$ cat config.mk
export PLATFORM = sky130hd
export DESIGN_NAME = video_write_buffer_flat
export DESIGN_NICKNAME = d
export VERILOG_FILES = /design/src/rtl/video_write_buffer_if.sv /design/src/rtl/video_write_buffer.sv /design/src/flat_wrapper.sv
export SDC_FILE = /design/constraint.sdc
export NUM_CORES = 1
export LEC_CHECK = 0
export CORE_MARGIN = 1
export CORE_UTILIZATION = 25
export CTS_CLUSTER_SIZE = 12
export DETAILED_ROUTE_END_ITERATION = 10
export PLACE_DENSITY = 0.4
export SYNTH_ARGS = -nofsm -noshare
export SYNTH_HDL_FRONTEND = slang
export SYNTH_SLANG_ARGS = --single-unit
$ cat constraint.sdc
create_clock -name clk -period 15 [get_ports clk]
set_input_delay 3 -clock clk [delete_from_list [all_inputs] [get_ports clk]]
set_output_delay 3 -clock clk [all_outputs]
set_load 0.01 [all_outputs]
$ cat src/rtl/video_write_buffer_if.sv
// Bus bundle for video_write_buffer.
//   Store tap (core -> buffer): video_we, video_addr, video_data
//   VRAM write port (buffer -> VRAM): vram_valid, vram_addr, vram_data, with vram_ready returned
// The slave modport is the buffer's view. The master modport is the view of the core/VRAM side.
interface video_write_buffer_if #(
  parameter int ADDR_W = 15
);
  logic              video_we;
  logic [31:0]       video_addr;
  logic [31:0]       video_data;
  logic              vram_valid;
  logic              vram_ready;
  logic [ADDR_W-1:0] vram_addr;
  logic [31:0]       vram_data;

  modport slave (
    input  video_we, video_addr, video_data, vram_ready,
    output vram_valid, vram_addr, vram_data
  );

  modport master (
    output video_we, video_addr, video_data, vram_ready,
    input  vram_valid, vram_addr, vram_data
  );
endinterface

$ cat src/rtl/video_write_buffer.sv
// video_write_buffer: captures single-cycle video store pulses from the core and range-checks them.
// It translates each in-range byte address to a framebuffer word index and queues {index, data}
// in a first-word-fall-through FIFO. The FIFO drains over a valid/ready VRAM write port.
// The core is never stalled. A store that cannot be queued is dropped and counted.
// Ports:
//   clk, rst    clock, synchronous active-high reset
//   bus         store tap + VRAM write port (slave view of video_write_buffer_if)
//   clr_err     clears overflow, oor and drop_count (FIFO contents untouched)
//   level       current FIFO occupancy (0..DEPTH)
//   overflow    sticky: an in-range store was lost because the FIFO was full
//   drop_count  saturating count of lost stores (full or out of range)
//   oor         sticky: a store fell outside the framebuffer window
module video_write_buffer #(
  parameter int          DEPTH     = 16,
  parameter logic [31:0] VRAM_BASE = 32'h0000_8000,
  parameter int          FB_WORDS  = 19200,
  parameter int          ADDR_W    = 15
) (
  input  logic                     clk,
  input  logic                     rst,
  video_write_buffer_if.slave      bus,
  input  logic                     clr_err,
  output logic [$clog2(DEPTH):0]   level,
  output logic                     overflow,
  output logic [15:0]              drop_count,
  output logic                     oor
);

  localparam int          PTR_W    = $clog2(DEPTH);
  localparam int          LVL_W    = PTR_W + 1;
  localparam logic [31:0] FB_BYTES = 32'(4 * FB_WORDS);

  logic [ADDR_W-1:0] addr_mem_q [DEPTH];
  logic [31:0]       data_mem_q [DEPTH];

  logic [PTR_W-1:0] wr_ptr_q, wr_ptr_d;
  logic [PTR_W-1:0] rd_ptr_q, rd_ptr_d;
  logic [LVL_W-1:0] level_q, level_d;
  logic             overflow_q, overflow_d;
  logic             oor_q, oor_d;
  logic [15:0]      drop_q, drop_d;

  logic [31:0]       offset;
  logic              in_range;
  logic [ADDR_W-1:0] word_idx;
  logic              empty, full, pop, push, drop_full, drop_oor;

  always_comb begin
    offset   = bus.video_addr - VRAM_BASE;
    in_range = (bus.video_addr >= VRAM_BASE) && (offset < FB_BYTES);
    word_idx = offset[ADDR_W+1:2];
  end

  always_comb begin
    empty     = (level_q == '0);
    full      = (level_q == LVL_W'(DEPTH));
    pop       = !empty && bus.vram_ready;
    // A full FIFO still accepts a store when the head leaves in the same cycle.
    // Because of this, vram_ready reaches push, but it never reaches the head outputs.
    push      = bus.video_we && in_range && (!full || pop);
    drop_full = bus.video_we && in_range && full && !pop;
    drop_oor  = bus.video_we && !in_range;
  end

  always_comb begin
    wr_ptr_d   = push ? wr_ptr_q + 1'b1 : wr_ptr_q;
    rd_ptr_d   = pop  ? rd_ptr_q + 1'b1 : rd_ptr_q;
    level_d    = level_q;
    overflow_d = overflow_q;
    oor_d      = oor_q;
    drop_d     = drop_q;
    if (push && !pop)      level_d = level_q + 1'b1;
    else if (pop && !push) level_d = level_q - 1'b1;
    if (clr_err) begin
      overflow_d = 1'b0;
      oor_d      = 1'b0;
      drop_d     = '0;
    end else begin
      if (drop_full) overflow_d = 1'b1;
      if (drop_oor)  oor_d      = 1'b1;
      if ((drop_full || drop_oor) && drop_q != '1) drop_d = drop_q + 1'b1;
    end
  end

  always_ff @(posedge clk) begin
    if (rst) begin
      wr_ptr_q   <= '0;
      rd_ptr_q   <= '0;
      level_q    <= '0;
      overflow_q <= 1'b0;
      oor_q      <= 1'b0;
      drop_q     <= '0;
    end else begin
      wr_ptr_q   <= wr_ptr_d;
      rd_ptr_q   <= rd_ptr_d;
      level_q    <= level_d;
      overflow_q <= overflow_d;
      oor_q      <= oor_d;
      drop_q     <= drop_d;
    end
  end

  // The storage array has no reset. Occupancy alone decides what is valid.
  always_ff @(posedge clk) begin
    if (push) begin
      addr_mem_q[wr_ptr_q] <= word_idx;
      data_mem_q[wr_ptr_q] <= bus.video_data;
    end
  end

  always_comb begin
    bus.vram_valid = !empty;
    bus.vram_addr  = empty ? '0 : addr_mem_q[rd_ptr_q];
    bus.vram_data  = empty ? '0 : data_mem_q[rd_ptr_q];
    level          = level_q;
    overflow       = overflow_q;
    oor            = oor_q;
    drop_count     = drop_q;
  end

endmodule

$ cat src/flat_wrapper.sv
// flat-port wrapper written by rule: the top's interface ports become plain ports
module video_write_buffer_flat 
#(
  parameter int          DEPTH     = 16,
  parameter logic [31:0] VRAM_BASE = 32'h0000_8000,
  parameter int          FB_WORDS  = 19200,
  parameter int          ADDR_W    = 15
)
  (clk, rst, clr_err, level, overflow, drop_count, oor, bus_video_we, bus_video_addr, bus_video_data, bus_vram_ready, bus_vram_valid, bus_vram_addr, bus_vram_data);
  video_write_buffer_if #(.ADDR_W(ADDR_W)) bus_i ();
  input  logic clk;
  input  logic rst;
  input  logic clr_err;
  output logic [$clog2(DEPTH):0] level;
  output logic overflow;
  output logic [15:0] drop_count;
  output logic oor;
  input wire logic [$bits(bus_i.video_we)-1:0] bus_video_we;
  input wire logic [$bits(bus_i.video_addr)-1:0] bus_video_addr;
  input wire logic [$bits(bus_i.video_data)-1:0] bus_video_data;
  input wire logic [$bits(bus_i.vram_ready)-1:0] bus_vram_ready;
  output wire logic [$bits(bus_i.vram_valid)-1:0] bus_vram_valid;
  output wire logic [$bits(bus_i.vram_addr)-1:0] bus_vram_addr;
  output wire logic [$bits(bus_i.vram_data)-1:0] bus_vram_data;
  assign bus_i.video_we = bus_video_we;
  assign bus_i.video_addr = bus_video_addr;
  assign bus_i.video_data = bus_video_data;
  assign bus_i.vram_ready = bus_vram_ready;
  assign bus_vram_valid = bus_i.vram_valid;
  assign bus_vram_addr = bus_i.vram_addr;
  assign bus_vram_data = bus_i.vram_data;
  video_write_buffer #(.DEPTH(DEPTH), .VRAM_BASE(VRAM_BASE), .FB_WORDS(FB_WORDS), .ADDR_W(ADDR_W)) u_core (.clk(clk), .rst(rst), .bus(bus_i), .clr_err(clr_err), .level(level), .overflow(overflow), .drop_count(drop_count), .oor(oor));
endmodule
Word level (Yosys, flattened, before mapping)
Memories as Yosys holds them, arrays and structs flattened. A register that Yosys moved wholly into a read port is not among the register bits.
Index checks and enable logic that the tools add are counted.
W data, S select, Z words.
{ "word_totals": {"out_inout_bits": 71, "mem_bits_rw": 752, "mem_count": 2, "regBits": 31, "in_bits": 69, "word_cells": 48} }
{ "memory_table": {"columns": ["memory", "depth", "width", "rd", "rd_clocked_by_memory_dff", "wr", "line", "source"], "rows": [
  ["u_core.data_mem_q", 16, 32, 1, 1, 1, "video_write_buffer.sv:34", "logic [31:0] data_mem_q [DEPTH];"],
  ["u_core.addr_mem_q", 16, 15, 1, 1, 1, "video_write_buffer.sv:33", "logic [ADDR_W-1:0] addr_mem_q [DEPTH];"]
]} }
{ "op_classes": {"order_cmp": 2, "reduce_logical": 20, "eq_ne": 2, "n_addsub": 6, "mux": 10} }
{ "ops": {"columns": ["operator", "n"], "rows": [
  ["$ge A32 B16 Y1 const B", 1],
  ["$lt A32 B17 Y1 const B", 1],
  ["$mux W32", 1],
  ["$sub A32 B16 Y32 const B", 1],
  ["$add A16 B1 Y16 const B", 1],
  ["$mux W4", 4],
  ["$ne A16 B16 Y1 const B", 1],
  ["$mux W15", 1],
  ["$logic_and A1 B1 Y1", 10],
  ["$mux W5", 2],
  ["$add A4 B1 Y4 const B", 2],
  ["$add A5 B1 Y5 const B", 1],
  ["$eq A5 B5 Y1 const B", 1],
  ["$logic_not A1 Y1", 5],
  ["$logic_not A5 Y1", 1],
  ["$sub A5 B1 Y5 const B", 1],
  ["$logic_or A1 B1 Y1", 2],
  ["$mux W1", 2],
  ["$reduce_bool A2 Y1", 1],
  ["$reduce_or A2 Y1", 1]
]} }

Depth between registers and ports, before layout
Gate-level depths: netlist of run 1.
{ "logic_depth": {"word_depth": 9, "depth_mapped": 16, "depth_no_buf": 16} }

Worst setup path before layout of run 1
OpenSTA, ideal clock, no wires.
{ "synth_path": {"path_type": "input-to-reg", "from": "in bus_video_addr[15]", "to": "mem u_core.addr_mem_q[1][0] (enable)", "n_path_buf": 0, "slack_ns": 6.344, "cell_stages": 9, "required_time_ns": 14.490, "arrival_time_ns": 8.147, "path_cell_list": "inv_1 > ha_1 > nor2b_1 > o211ai_1 > o21ai_0 > or4_4 > nor4_4 > nand2_2 > nor3_1"} }
{ "synth_between": {"elab_chain_len": 7} }
{ "synth_lines": {"columns": ["element", "line", "source"], "rows": [
  ["from (decl)", "flat_wrapper.sv:19", "input wire logic [$bits(bus_i.video_addr)-1:0] bus_video_addr;"],
  ["$sub A32 B16 Y32", "video_write_buffer.sv:49", "offset = bus.video_addr - VRAM_BASE;"],
  ["$lt A32 B17 Y1", "video_write_buffer.sv:50", "in_range = (bus.video_addr >= VRAM_BASE) && (offset < FB_BYTES);"],
  ["$logic_and A1 B1 Y1 *", "video_write_buffer.sv:50", null],
  ["$logic_and A1 B1 Y1 * (2 in a row)", "video_write_buffer.sv:60", "push = bus.video_we && in_range && (!full || pop);"],
  ["named net u_core.push", "video_write_buffer.sv:46", "logic empty, full, pop, push, drop_full, drop_oor;"],
  ["$mux W1 *", "video_write_buffer.sv:105", "if (push) begin"],
  ["$mux W1 (not written as such) *", "video_write_buffer.sv:106", "addr_mem_q[wr_ptr_q] <= word_idx;"],
  ["to (decl)", "video_write_buffer.sv:33", null]
]} }
Mark *: on every way through the listed nets, which the timed path passes. The rest lies on a longest branch.

==> results of run 1 <==
-- per-stage QoR --
stage                     hold WS [ps]  utilization  power (mW)  std cells
final                            485.8       0.3058       5.729       3240
after global routing             510.7       0.3058       5.992       3240
after CTS                        482.4       0.3058       5.851       3240
after detailed placement         476.7       0.2827       3.729       3085
after global placement           480.7       0.2827       3.725       3085
after floorplan                  459.1            -       3.226       1372
-- state kept, by name, summed over array words and instances (netlist names), named ones only --
name and cells:
u_core.data_mem_q 512, u_core.addr_mem_q 240, u_core.drop_count 16, u_core.level 5, u_core.rd_ptr_q 4, u_core.wr_ptr_q 4, u_core.oor 1, u_core.overflow 1
-- final cells by class --
type | instances | area share
sequential | 787 | 0.6316
multi-input combinational | 502 | 0.1927
clock buffer | 112 | 0.06503
tap | 1612 | 0.05468
timing repair buffer | 169 | 0.04369
clock inverter | 43 | 0.01072
inverter | 15 | 0.001527
-- metal layers --
metal / track usage / share of wire
met2: 0.2082 / 0.49
met5: 0 / 0.00053
met1: 0.1713 / 0.45
met4: 0.03212 / 0.015
met3: 0.02395 / 0.044
-- cell usage after synthesis (2+ instances only) --
cell type  count
and4_1         2
ha_1          12
o211ai_1       4
nor4_1         3
nand2b_1       3
nand4_1        7
edfxtp_1     752
buf_1         15
or3_1         16
nand4b_1       2
a21o_1         4
dfxtp_1       35
mux4_2       235
or4_1          6
a21oi_1       24
clkbuf_1      50
o31ai_1        5
o21ai_0       15
xnor2_1        5
nor2_1        36
nand2_2        3
nor3_1         6
mux2i_1        3
and3_1         7
xor2_1         6
nand2_1       17
buf_2          2
or2_2          2
nand3_1       15
nor4_4         2
nor3_2         2
and2_1        47
inv_1         15
-- critical path, stage by stage (launching register included) --
cell and delay, ps:
dfxtp_4 800, buf_4 840, buf_4 840, mux4_2 610, mux4_2 480, and2_1 250, clkdlybuf4s50_1 510
-- worst max-delay path by stage --
stage	endpoint	cells past startpoint	startpoint
6_report	bus_vram_data[4]	6	flop
5_1_grt	bus_vram_data[4]	6	flop
4_1_cts	bus_vram_data[4]	6	flop
3_5_place_dp	u_core.data_mem_q[8][17]	11	bus_video_addr[15]
3_3_place_gp	u_core.data_mem_q[8][17]	11	bus_video_addr[15]
2_1_floorplan	u_core.addr_mem_q[1][0]	9	bus_video_addr[15]
-- power breakdown --
part / switching, mW / total [mW] / leakage, nW / internal (mW)
clock network: 0.862 / 2.10 / 1.37 / 1.23
registers: 0.0498 / 2.47 / 7.04 / 2.42
logic: 0.535 / 1.17 / 2.51 / 0.631
-- kinds of logic after synthesis --
| logic type | synth area share |
|---|---|
| flops | 0.7610 |
| mux | 0.1740 |
| simple gates | 0.03456 |
| buf+inv | 0.01039 |
| compound gates | 0.01137 |
| fa+ha+maj | 0.005562 |
| xor+xnor | 0.003149 |
==> impl_results.md, run 1 <==
- PostCTS Resize Cnt: 0
- Rel. slew slack: 0.2728
- Routed vias/inst: 4.448
- H-tree Lvls: 3
- Wire per inst: 23.86 um
- Worst vdd ir: 0.00007717 V
- Ys async rst share: 0
- Die Wd: 351.8 um
- Starting Density: 0.2537
- Min-Delay Path Depth: 2
- Worst R2R Setup Slack: 11170 ps
- Core area: 120600 sq um
- # nets final: 1649
- Seq/Total Area, Yosys: 0.7610
- Post-route setup TNS: 0 ps
- Register area: 23300 sq um
- Worst Hold Launch: u_core.rd_ptr_q[3]
- Cell Area, Placed: 34090 sq um
- Share of cells above drive strength 1: 0.2580
- Iteration count of the initial detailed-routing pass: 5
- Crit-path max FO: 42
- FF-to-FF path depth: 7
- #FFs+latches synth: 787
- WL final: 77.32 mm
- Ys flop type: edfxtp_1
- Largest net degree at the start of global routing: 64
- Area share of the largest cell type after synthesis: 0.7381
- Worst Path Arrival: 5020 ps
- Largest cells by area after synthesis: edfxtp_1 (74%), mux4_2 (17%), dfxtp_1 (2.3%)
- Final worst-path setup slack: 6982 ps
- RD Place Congestion: 0.7048
- Number of global-route vias before repair: 15760
- Cts hold-fix bufs: 0
- Die Height: 351.8 um
- Multi-input logic area: 7108 sq um
- First-pass GRT wire length: 111.6 mm
- CTS buffer count: 92
- Tightest Hold Check Type: reg2reg
- Actual slew at the worst max-slew pin: 1091 ps
- Clock tree buffer depth: 3
- FP Rows: 127
- Vias: 14410
- Mapped Avg Cell Area: 22.30 sq um
- DP HPWL: 39.78 mm
- Final worst clock skew: 25.37 ps
- Gr usage total: 0.1265
- Clock period minus worst slack: 8018 ps
- Final slew viol count: 0
- Final worst-path cycle share: 0.5345
- Setup violators final: 0
- Pwr Density: 155.3 nW/um^2
- Fill cells: 11580
- Worst Path Required: 12000 ps
- Remaining DRCs: 0
- Final instance area: 36880 sq um
- CP Capture Type: output pin
- EDFF count, synth: 752
- Post-CTS setup buffer count: 0
- Antenna-violating nets left: 0
- Die area: 123800 sq um
- Root Buffer: clkbuf_16
- Initial antenna violation count: 5
- Area Growth Syn to Fin: 20.56%
- Syn Inst Count: 1372
- Post-synthesis cell type count: 47
- Clk_lat worst skew: 650 ps
- Port Buffers: 137
- Pre-CTS setup slack: 6715 ps
- Critical R2R Capture: u_core.data_mem_q[8][17]
- WS Path Type: reg2out
- # IOs: 140
- CTS tree: yes
- Most frequent cells in the layout: edfxtp_1 (752), mux4_2 (235), clkdlybuf4s50_1 (137)
- Endpoints failing hold: 0
- Max-Cap Viols: 0
- Initial drt markers: 1030
- Most common cell after layout, fill and taps aside: edfxtp_1
- Syn Nets: 1454
- Synth area leader: edfxtp_1
- Status: finished clean
- Peak Freq: 124.7 MHz
- Worst-path clk slew: 50 ps
- Mapped cell area: 30590 sq um
- Antenna cells: 0
- Synth warn: 0
- Worst r2r src: u_core.level[0]
- Startpoint Class: flop
- Global route total overflow: 0
- Clock sinks: 787
- Pleak: 10.92 nW
- RSZ-0062 raised after global routing: false
Power figures use the tool's default switching activity.
==> run 2: changes to the inputs <==
- PLACE_DENSITY: 0.4 -> 0.41
- clock period: 15 -> 7.1 ns (I/O delays scaled with it)
==> impl_results.md, run 2 (same netlist as run 1, synthesis figures left out) <==
- Status: finished clean
- Vias: 14480
- Crit-path max cell delay: 860 ps
- Rel. slew slack: 0.3936
- CTS tree: yes
- Largest Register: u_core.data_mem_q
- WS Path Type: reg2out
- Largest net degree at the start of global routing: 80
- Share of cells above drive strength 1: 0.2575
- Starting Density: 0.2537
- Clock tree buffer depth: 3
- Die Height: 351.8 um
- Cts hold-fix bufs: 0
- Max-Cap Viols: 0
- Clk_lat worst skew: 660 ps
- Pwr Density: 327.6 nW/um^2
- RD Place Congestion: 0.7241
- Crit-path max FO: 35
- Wire per inst: 23.53 um
- Pleak: 11.01 nW
- Endpoints failing hold: 0
- Final Hold Slack: 483.2 ps
- Crit path top cell by count: mux4_2
- Gr usage total: 0.1258
- Area Growth Syn to Fin: 21.48%
- PostCTS Resize Cnt: 0
- DP HPWL: 39.95 mm
- Most common cell after layout, fill and taps aside: edfxtp_1
- Startpoint Class: flop
- Most frequent cells in the layout: edfxtp_1 (752), mux4_2 (235), clkdlybuf4s50_1 (137)
- Worst-path clk slew: 60 ps
- Final worst clock skew: 42.49 ps
- Pre-CTS setup slack: 1010 ps
- H-tree Lvls: 3
- Initial antenna violation count: 6
- Crit path buf inv count: 2
- Die area: 123800 sq um
- Total power: 12.17 mW
- Actual slew at the worst max-slew pin: 909.6 ps
- CP Cell Sequence: buf_4 > mux4_2 > mux4_2 > and2_1 > clkdlybuf4s50_1
- Final slew viol count: 0
- Worst vdd ir: 0.0002230 V
- Max reg flops: 512
- Worst R2R Setup Slack: 3510 ps
- Iteration count of the initial detailed-routing pass: 5
- # IOs: 140
- RSZ-0062 raised after global routing: false
- Post-route setup TNS: 0 ps
- FP Rows: 127
- Port Buffers: 137
- Family with the most delay on the worst path: buffers and inverters
- FF-to-FF path depth: 11
- Antenna-violating nets left: 0
- Remaining DRCs: 0
- # nets final: 1654
- Worst r2r src: u_core.level[0]
- Clock sinks: 787
- Final worst-path cycle share: 0.7565
- Setup violators final: 0
- Tightest Hold Check Type: reg2reg
- Slowest cell on the critical path: dfxtp_4
- Routed vias/inst: 4.446
- Root Buffer: clkbuf_16
- Final worst-path setup slack: 1729 ps
- Die Wd: 351.8 um
- Post-CTS setup buffer count: 0
- Clock period minus worst slack: 5371 ps
- Critical R2R Capture: u_core.level[4]
- Initial drt markers: 948
- Min-Delay Path Depth: 2
- Worst Path Required: 5680 ps
- WL final: 76.62 mm
- CP Capture Type: output pin
- Global route total overflow: 0
- Worst Path Arrival: 3950 ps
- Worst Hold Launch: u_core.rd_ptr_q[3]
- Core area: 120600 sq um
- Peak Freq: 186.2 MHz
- CTS buffer count: 92
- First-pass GRT wire length: 111.7 mm
- Number of global-route vias before repair: 16170
## run 2: how the worst max path moves through the flow
stage / start / end / slack, ps / cells past startpoint
final: flop / bus_vram_data[21] / 1730 / 5
after CTS: flop / bus_vram_data[21] / 1500 / 5
after global routing: bus_video_addr[15] / u_core.level[4] / 1380 / 16
after detailed placement: bus_video_addr[15] / u_core.level[4] / 1010 / 16
after floorplan: bus_video_addr[15] / u_core.addr_mem_q[1][0] / 20 / 9
after global placement: bus_video_addr[15] / u_core.level[4] / 1080 / 16
## run 2: area by class of cell
cell class,instances,area [sq um]
multi-input combinational,502,7108
tap,1612,2017
antenna,1,2.502
clock buffer,106,2376
timing repair buffer,174,1824
sequential,787,23300
inverter,15,56.30
fill,11580,83440
clock inverter,59,485.5
## run 2: worst min-delay path, delay by kind of cell (launching register included)
| family | cells | cell delay (ps) |
|---|---|---|
| AOI/OAI and AO/OA | 2 | 130 |
| DFF | 1 | 310 |
## run 2: per-stage QoR
step                instances    util  area, sq um
floorplan                1372       -        30590
global placement         3090  0.2844        34300
detailed placement       3090  0.2844        34300
CTS                      3255  0.3081        37160
global route             3255  0.3081        37160
finish                   3256  0.3082        37170
## run 2: power breakdown
group          internal [mW]  switching, mW
Combinational           1.35           1.13
Sequential              5.11          0.116
Clock                   2.61           1.86
## run 2: per-layer routing
metal,global-route usage,part of all wire
met5,0,0.00072
met2,0.2114,0.49
met3,0.02642,0.045
met4,0.03416,0.022
met1,0.1638,0.44
